### src/rtl/display_seq_pkg.sv
// Shared opcode and state definitions for the display init sequencer.
// Program words are {op[1:0], payload[W-1:0]}.
package display_seq_pkg;

    localparam logic [1:0] OP_CMD   = 2'b00;
    localparam logic [1:0] OP_DATA  = 2'b01;
    localparam logic [1:0] OP_DELAY = 2'b10;
    localparam logic [1:0] OP_END   = 2'b11;

    typedef enum logic [2:0] {
        ST_FETCH  = 3'd0,
        ST_WAIT   = 3'd1,
        ST_DECODE = 3'd2,
        ST_HOLD   = 3'd3,
        ST_DELAY  = 3'd4,
        ST_NEXT   = 3'd5,
        ST_STREAM = 3'd6
    } state_e;

    function automatic logic is_byte_op(input logic [1:0] op);
        return (op == OP_CMD) || (op == OP_DATA);
    endfunction

endpackage

### src/rtl/tick_delay.sv
// Loadable down-counter paced by a tick strobe.
// done pulses on the tick that brings the count to zero.
module tick_delay #(
    parameter int DW = 16
) (
    input  logic          clock,
    input  logic          reset,
    input  logic          load,
    input  logic [DW-1:0] value,
    input  logic          tick,
    output logic          done
);

    logic [DW-1:0] cnt_q;
    logic [DW-1:0] cnt_d;

    always_comb begin
        cnt_d = cnt_q;
        if (load) begin
            cnt_d = value;
        end else if (tick && (cnt_q != '0)) begin
            cnt_d = cnt_q - DW'(1);
        end
    end

    assign done = !load && tick && (cnt_q == DW'(1));

    always_ff @(posedge clock) begin
        if (reset) begin
            cnt_q <= '0;
        end else begin
            cnt_q <= cnt_d;
        end
    end

endmodule

### src/rtl/display_seq.sv
// Runs a ROM init program of command/data/delay words, then
// streams pixel bytes from the upstream FIFO to the display stage.
module display_seq
    import display_seq_pkg::*;
#(
    parameter int W  = 8,
    parameter int AW = 6,
    parameter int DW = 16
) (
    input  logic          clock,
    input  logic          reset,
    input  logic          tick,
    output logic [AW-1:0] rom_addr,
    input  logic [W+1:0]  rom_data,
    output logic          dc,
    output logic [W-1:0]  out,
    output logic          empty,
    input  logic          get,
    input  logic [W-1:0]  pix_in,
    input  logic          pix_empty,
    output logic          pix_get,
    output logic          ready
);

    localparam logic [AW-1:0] ADDR_LAST = {AW{1'b1}};

    state_e        state_q, state_d;
    logic [AW-1:0] addr_q, addr_d;
    logic [W-1:0]  out_q, out_d;
    logic          dc_q, dc_d;
    logic          empty_q, empty_d;

    logic [1:0]    op;
    logic [W-1:0]  payload;
    logic          dly_load;
    logic          dly_done;

    assign op      = rom_data[W+1:W];
    assign payload = rom_data[W-1:0];

    assign dly_load = (state_q == ST_DECODE) && (op == OP_DELAY)
                   && (payload != '0);

    tick_delay #(
        .DW(DW)
    ) u_tick_delay (
        .clock(clock),
        .reset(reset),
        .load (dly_load),
        .value(DW'(payload)),
        .tick (tick),
        .done (dly_done)
    );

    always_ff @(posedge clock) begin
        if (reset) begin
            state_q <= ST_FETCH;
            addr_q  <= '0;
            out_q   <= '0;
            dc_q    <= 1'b0;
            empty_q <= 1'b1;
        end else begin
            state_q <= state_d;
            addr_q  <= addr_d;
            out_q   <= out_d;
            dc_q    <= dc_d;
            empty_q <= empty_d;
        end
    end

    always_comb begin
        state_d = state_q;
        addr_d  = addr_q;
        out_d   = out_q;
        dc_d    = dc_q;
        empty_d = empty_q;
        unique case (state_q)
            ST_FETCH: state_d = ST_WAIT;
            ST_WAIT:  state_d = ST_DECODE;
            ST_DECODE: begin
                if (is_byte_op(op)) begin
                    out_d   = payload;
                    dc_d    = (op == OP_DATA);
                    empty_d = 1'b0;
                    state_d = ST_HOLD;
                end else if (op == OP_DELAY) begin
                    state_d = (payload == '0) ? ST_NEXT : ST_DELAY;
                end else begin
                    state_d = ST_STREAM;
                end
            end
            ST_HOLD: begin
                if (get) begin
                    empty_d = 1'b1;
                    state_d = ST_NEXT;
                end
            end
            ST_DELAY: begin
                if (dly_done) begin
                    state_d = ST_NEXT;
                end
            end
            ST_NEXT: begin
                // A program that fills the ROM ends at the last word.
                if (addr_q == ADDR_LAST) begin
                    state_d = ST_STREAM;
                end else begin
                    addr_d  = addr_q + AW'(1);
                    state_d = ST_FETCH;
                end
            end
            ST_STREAM: state_d = ST_STREAM;
            default:   state_d = ST_FETCH;
        endcase
    end

    always_comb begin
        rom_addr = addr_q;
        ready    = (state_q == ST_STREAM);
        out      = out_q;
        dc       = dc_q;
        empty    = empty_q;
        pix_get  = 1'b0;
        if (ready) begin
            out     = pix_in;
            dc      = 1'b1;
            empty   = pix_empty;
            pix_get = get && !pix_empty;
        end
    end

endmodule

### config.mk
export PLATFORM = sky130hd
export DESIGN_NAME = display_seq
export DESIGN_NICKNAME = d
export VERILOG_FILES = /design/src/rtl/display_seq_pkg.sv /design/src/rtl/tick_delay.sv /design/src/rtl/display_seq.sv
export SDC_FILE = /design/constraint.sdc
export NUM_CORES = 1
export LEC_CHECK = 0
export BUFFER_PORTS_ARGS = -buffer_cell sky130_fd_sc_hd__buf_2
export CAP_MARGIN = 20
export CORE_UTILIZATION = 51
export CTS_CLUSTER_DIAMETER = 80
export DETAILED_ROUTE_END_ITERATION = 10
export PLACE_DENSITY = 0.85
export SLEW_MARGIN = 20
export SYNTH_ARGS = -nofsm -noshare
export SYNTH_HDL_FRONTEND = slang
export SYNTH_SLANG_ARGS = --single-unit
### constraint.sdc
create_clock -name clock -period 2.35 [get_ports clock]
set_input_delay 0.235 -clock clock [delete_from_list [all_inputs] [get_ports clock]]
set_output_delay 0.235 -clock clock [all_outputs]
set_load 0.05 [all_outputs]
# Word level (Yosys, flattened, before mapping)
# Cells that the tools add are included.
# op_classes
n_eq_ne	13
bitwise_logic	1
addsub	2
n_reduce_logical	21
mux	16
# op_table
op	n
2-to-1 mux 8 bit	3
one-hot mux 3 bit (7 select lines)	1
equality test 16 x 1 -> 1 bit (second input constant)	1
nonzero test 16 bit	1
subtractor 16 x 1 -> 16 bit (second input constant)	1
2-to-1 mux 3 bit	4
equality test 3 bit (second input constant)	3
logical NOT 8 bit	1
nonzero test 8 bit	1
adder 6 x 1 -> 6 bit (second input constant)	1
equality test 3 x 2 -> 1 bit (second input constant)	2
equality test 6 bit (second input constant)	1
logical AND 1 bit	6
2-to-1 mux 1 bit	6
AND reduction 2 bit	3
inequality test 2 bit (second input constant)	2
nonzero test 2 bit	2
equality test 3 x 1 -> 1 bit (second input constant)	1
logical NOT 3 bit	1
AND reduction 3 bit	1
equality test 2 x 1 -> 1 bit (second input constant)	1
equality test 2 bit (second input constant)	1
logical NOT 1 bit	2
logical NOT 2 bit	1
other kinds (6)	6
# totals
out_inout_bits	18
ff_bits	35

# Logic depth before layout (Yosys ltp)
# logic_depth
depth_word	8
ltp_mapped	7
ltp_nobuf	6

# Cells and area by module
# From an unflattened synthesis, not the netlist that was laid out.
# unflattened
hier_cells	248
hier_area_um2	2087.0
# by_module_without_submodules
module	instances	area_each_um2	cells_per_inst
tick_delay	1	1056.0	126
display_seq	1	1031.0	122

# Worst setup path before layout
# OpenSTA, ideal clock, no wires.
# synth_timing
path_kind	register -> output
from	register state_q[1]
to	output port pix_get
stages_incl_launch_ff	5
arrival_time_ns	2.112
setup_slack_ns	0.003
required_time_ns	2.115
path_cell_list	dfxtp_1 > clkbuf_1 > nand3b_1 > clkbuf_1 > nor3b_1
# synth_via
elab_chain_cells	2
# synth_lines
element	line_no	rtl
start, declared	display_seq.sv:27	state_e state_q, state_d;
start signal, assigned	display_seq.sv:63	state_q <= state_d;
equality test 3 bit	display_seq.sv:119	ready = (state_q == ST_STREAM);
2-to-1 mux 1 bit	display_seq.sv:124	if (ready) begin
end, declared	display_seq.sv:21	output logic pix_get,
# No other way between the ends.

# Final worst setup path
# layout_timing
from	register u_tick_delay.cnt_q[8]
to	register u_tick_delay.cnt_q[2]
# layout_via
elab_chain_cells	3
# layout_lines
element	line_no	rtl
start, declared	tick_delay.sv:14	logic [DW-1:0] cnt_q;
start signal, assigned	tick_delay.sv:32	cnt_q <= cnt_d;
nonzero test 16 bit	tick_delay.sv:21	end else if (tick && (cnt_q != '0)) begin
logical AND 1 bit	tick_delay.sv:21	
nonzero test 2 bit (no line)	n/a	
# No other way between the ends.
# A chain may end at the register's enable or synchronous reset.

==> results by group <==
Final layout
  • Multi-input gate area: 0.00118 mm2
  • Fillcell total: 340
  • Most frequent cells in the layout: 58 x nand2_1, 40 x buf_2, 35 x dfxtp_1
  • Layout area overhead: 17.4%
  • Post-layout net count: 323
  • Share of post-route cells with drive strength above 1: 20.9%
  • Final non-filler cell total: 344
  • Most common cell after layout, fill and taps aside: nand2_1
  • FF/Latch Area: 701 um2
  • Ant diodes: 0

Floorplanning
  • Die Span Y: 64.0 um
  • Core area: 0.00369 mm2
  • Starting Density: 53.2%
  • Cell row count: 22
  • Ports: 41
  • Die area: 0.00410 mm2
  • Die Width: 64.0 um

Drt
  • Via density: 5.84
  • ANT nets after route: 0
  • DRT Wirelength: 4610 um
  • Number of DRC markers in iteration 0: 181
  • DRC Markers: 0
  • Drt pass-1 iters: 4
  • Total number of vias: 2,009
  • Avg WL per Cell: 13.4 um

Logic synthesis
  • Portion of netlist area occupied by mux cells: 1.02%
  • Post-synth ARST share: 0%
  • Post-synth EDFFs: 0
  • Synth Register Bits: 35
  • XOR/XNOR share of the synthesized area: 1.34%
  • Synthesized instance count: 255
  • Dominant cells by area after synthesis: dfxtp_1 36%, nand2_1 11%, a21oi_1 6.9%
  • Main combinational cell family by area after synthesis: simple AND/OR/NAND/NOR gates
  • Simple-Gate Fraction of Synth Area: 33.1%
  • Yosys Warn Count: 0
  • Synth Area in Adders: 2.55%
  • Yosys top cell by area: dfxtp_1
  • Post-Syn Nets: 282
  • Unique masters post-synth: 47
  • Register area share after synthesis: 35.7%
  • Yosys top cell area share: 35.7%
  • Syn avg cell area: 7.70 um2
  • Post-synthesis compound-gate area fraction: 21.9%
  • Post-synth top flop: dfxtp_1
  • Mapped Area: 0.00196 mm2

Global routing
  • Global route total overflow: 0
  • Initial antenna violation count: 0
  • First-pass GRT wire length: 7590 um
  • Gr usage total: 23.7%
  • Pin count of the biggest net entering global routing: 20
  • Vias in the first global route: 1,745

STA
  • Fin crit share: 95.4%
  • Final setup vio count: 0
  • Slew Limit Fails: 0
  • Final hold viol count: 0
  • Worst slew margin: 60.3%
  • Tightest Pin Transition: 0.592 ns
  • Unrepaired setup endpoints after global routing: no
  • Clock skew: 0.00207 ns
  • Tmin final: 2.24 ns
  • Setup TNS: 0 ns
  • Fmax: 446 MHz

Placed design
  • Detailed placer's ending HPWL: 3380 um
  • Cell count after placement: 337
  • Gpl congestion: 0.848
  • PortBufs: 40

Clocking
  • Htree depth: 2
  • Clock tree from TritonCTS: built
  • Num CTS Buffers: 5
  • Hold buffers post-CTS: 0
  • Root buf cell: clkbuf_8
  • Clock Path Buffers: 2
  • Worst-Skew Late Latency: 0.29 ns
  • Worst-path clk slew: 0.07 ns
  • Gates resized, CTS repair: 0
  • CTS sink cnt: 35
  • Post-CTS Setup Bufs: 0

Worst setup path
  • Worst path max stage delay: 0.65 ns
  • CP Max Fanout: 9
  • FF-to-FF path depth: 4
  • Crit path launch type: register
  • Critical path depth in cells: 4
  • R2R Setup Slk: 0.11 ns
  • Reg2reg end: u_tick_delay.cnt_q[2]
  • Critical-path cell list: or4_1 > or4_4 > a31o_1 > a311oi_2
  • Critical path buffers and inverters: 0
  • Reg-to-reg startpoint: u_tick_delay.cnt_q[8]
  • Crit path max-delay family: simple AND/OR/NAND/NOR gates
  • Req. time, crit path: 2.56 ns
  • Worst Setup End Kind: register
  • Critical path's slowest cell: or4_1
  • Critical path class: reg -> reg
  • Worst path arrival time: 2.45 ns

Run status
  • Status: complete, no violations

Job
  • Max-cap violations: 0

Power
  • Peak supply drop: 462 uV
  • Cell Pwr Density: 918 mW/mm2
  • Final Total Pwr: 2.11 mW
  • Leakage: 0.953 nW

Hold path
  • Hold crit path type: in -> reg
  • Hold Crit Start: rom_data[2]
  • Hold Crit Depth: 3
  • Hold EP: out_q[2]
## cell usage after synthesis (3+ instances only)
library cell   n
nor2_1         8
o211ai_1       4
nand4_1        4
nand3_1        3
a311oi_1       3
nor4_1         4
nand2_1       58
clkbuf_1      10
nor2b_1        4
ha_1           4
nand2b_1       3
dfxtp_1       35
o21ai_0        9
a22oi_1        3
or3b_2         3
a21oi_1       27
xor2_1         3
or3_1          5
or4_1         11
o31ai_1        7
nor3_1         8
inv_1          6
## logic make-up (layout without fill, tap and decap cells)
logic type | count (synthesis) | in the layout
mux | 2 | 2
flops | 35 | 35
fa+ha+maj | 4 | 4
buf+inv | 20 | 61
compound gates | 66 | 66
xor+xnor | 3 | 3
simple gates | 125 | 125
## worst reg2reg max path, stage by stage (launching register included)
cell and delay (ns):
dfxtp_1 0.37, or4_1 0.65, or4_4 0.64, a31o_1 0.25, a311oi_2 0.25
## flip-flops by register name, summed over array words and instances (netlist names)
signal / cells
dc_q: 1
state_q: 3
u_tick_delay.cnt_q: 16
empty_q: 1
rom_addr: 6
out_q: 8
## area by class of cell
| class | instances | area share (%) |
|---|---|---|
| Multi-Input combinational cell | 200 | 51.1 |
| Clock buffer | 6 | 3.58 |
| Tap cell | 48 | 2.61 |
| Sequential cell | 35 | 30.4 |
| Inverter | 7 | 1.14 |
| Timing Repair Buffer | 47 | 11.0 |
| Clock inverter | 1 | 0.217 |
## through the flow
step / util [%] / setup WS (ns) / hold slack [ns] / cell area (um2)
after floorplan: - / 0.00294 / 0.371 / 1960
after global placement: 60.1 / 0.194 / 0.439 / 2220
after detailed placement: 60.1 / 0.124 / 0.447 / 2220
after CTS: 62.5 / 0.113 / 0.196 / 2300
after global routing: 62.5 / 0.0152 / 0.211 / 2300
final: 62.5 / 0.107 / 0.197 / 2300
## per-layer routing
metal / global-route usage [%] / up-vias / routed length [um]
met4: 9.38 / 0 / 48
met5: 0 / - / 0
met1: 28.3 / 934 / 2070
li1: - / 1022 / -
met2: 40.8 / 48 / 2240
met3: 5.18 / 5 / 250
## worst max path at each step
stage                          start                    end
2_1_floorplan             state_q[1]                pix_get
3_3_place_gp   u_tick_delay.cnt_q[8]  u_tick_delay.cnt_q[2]
3_5_place_dp   u_tick_delay.cnt_q[8]  u_tick_delay.cnt_q[2]
4_1_cts        u_tick_delay.cnt_q[8]  u_tick_delay.cnt_q[2]
5_1_grt        u_tick_delay.cnt_q[8]  u_tick_delay.cnt_q[2]
6_report       u_tick_delay.cnt_q[8]  u_tick_delay.cnt_q[2]
## power by group
| group | switching [mW] | internal, mW |
|---|---|---|
| logic | 0.510 | 0.353 |
| clock network | 0.212 | 0.230 |
| registers | 0.118 | 0.692 |
No activity file was read; power rests on OpenSTA's default activity.
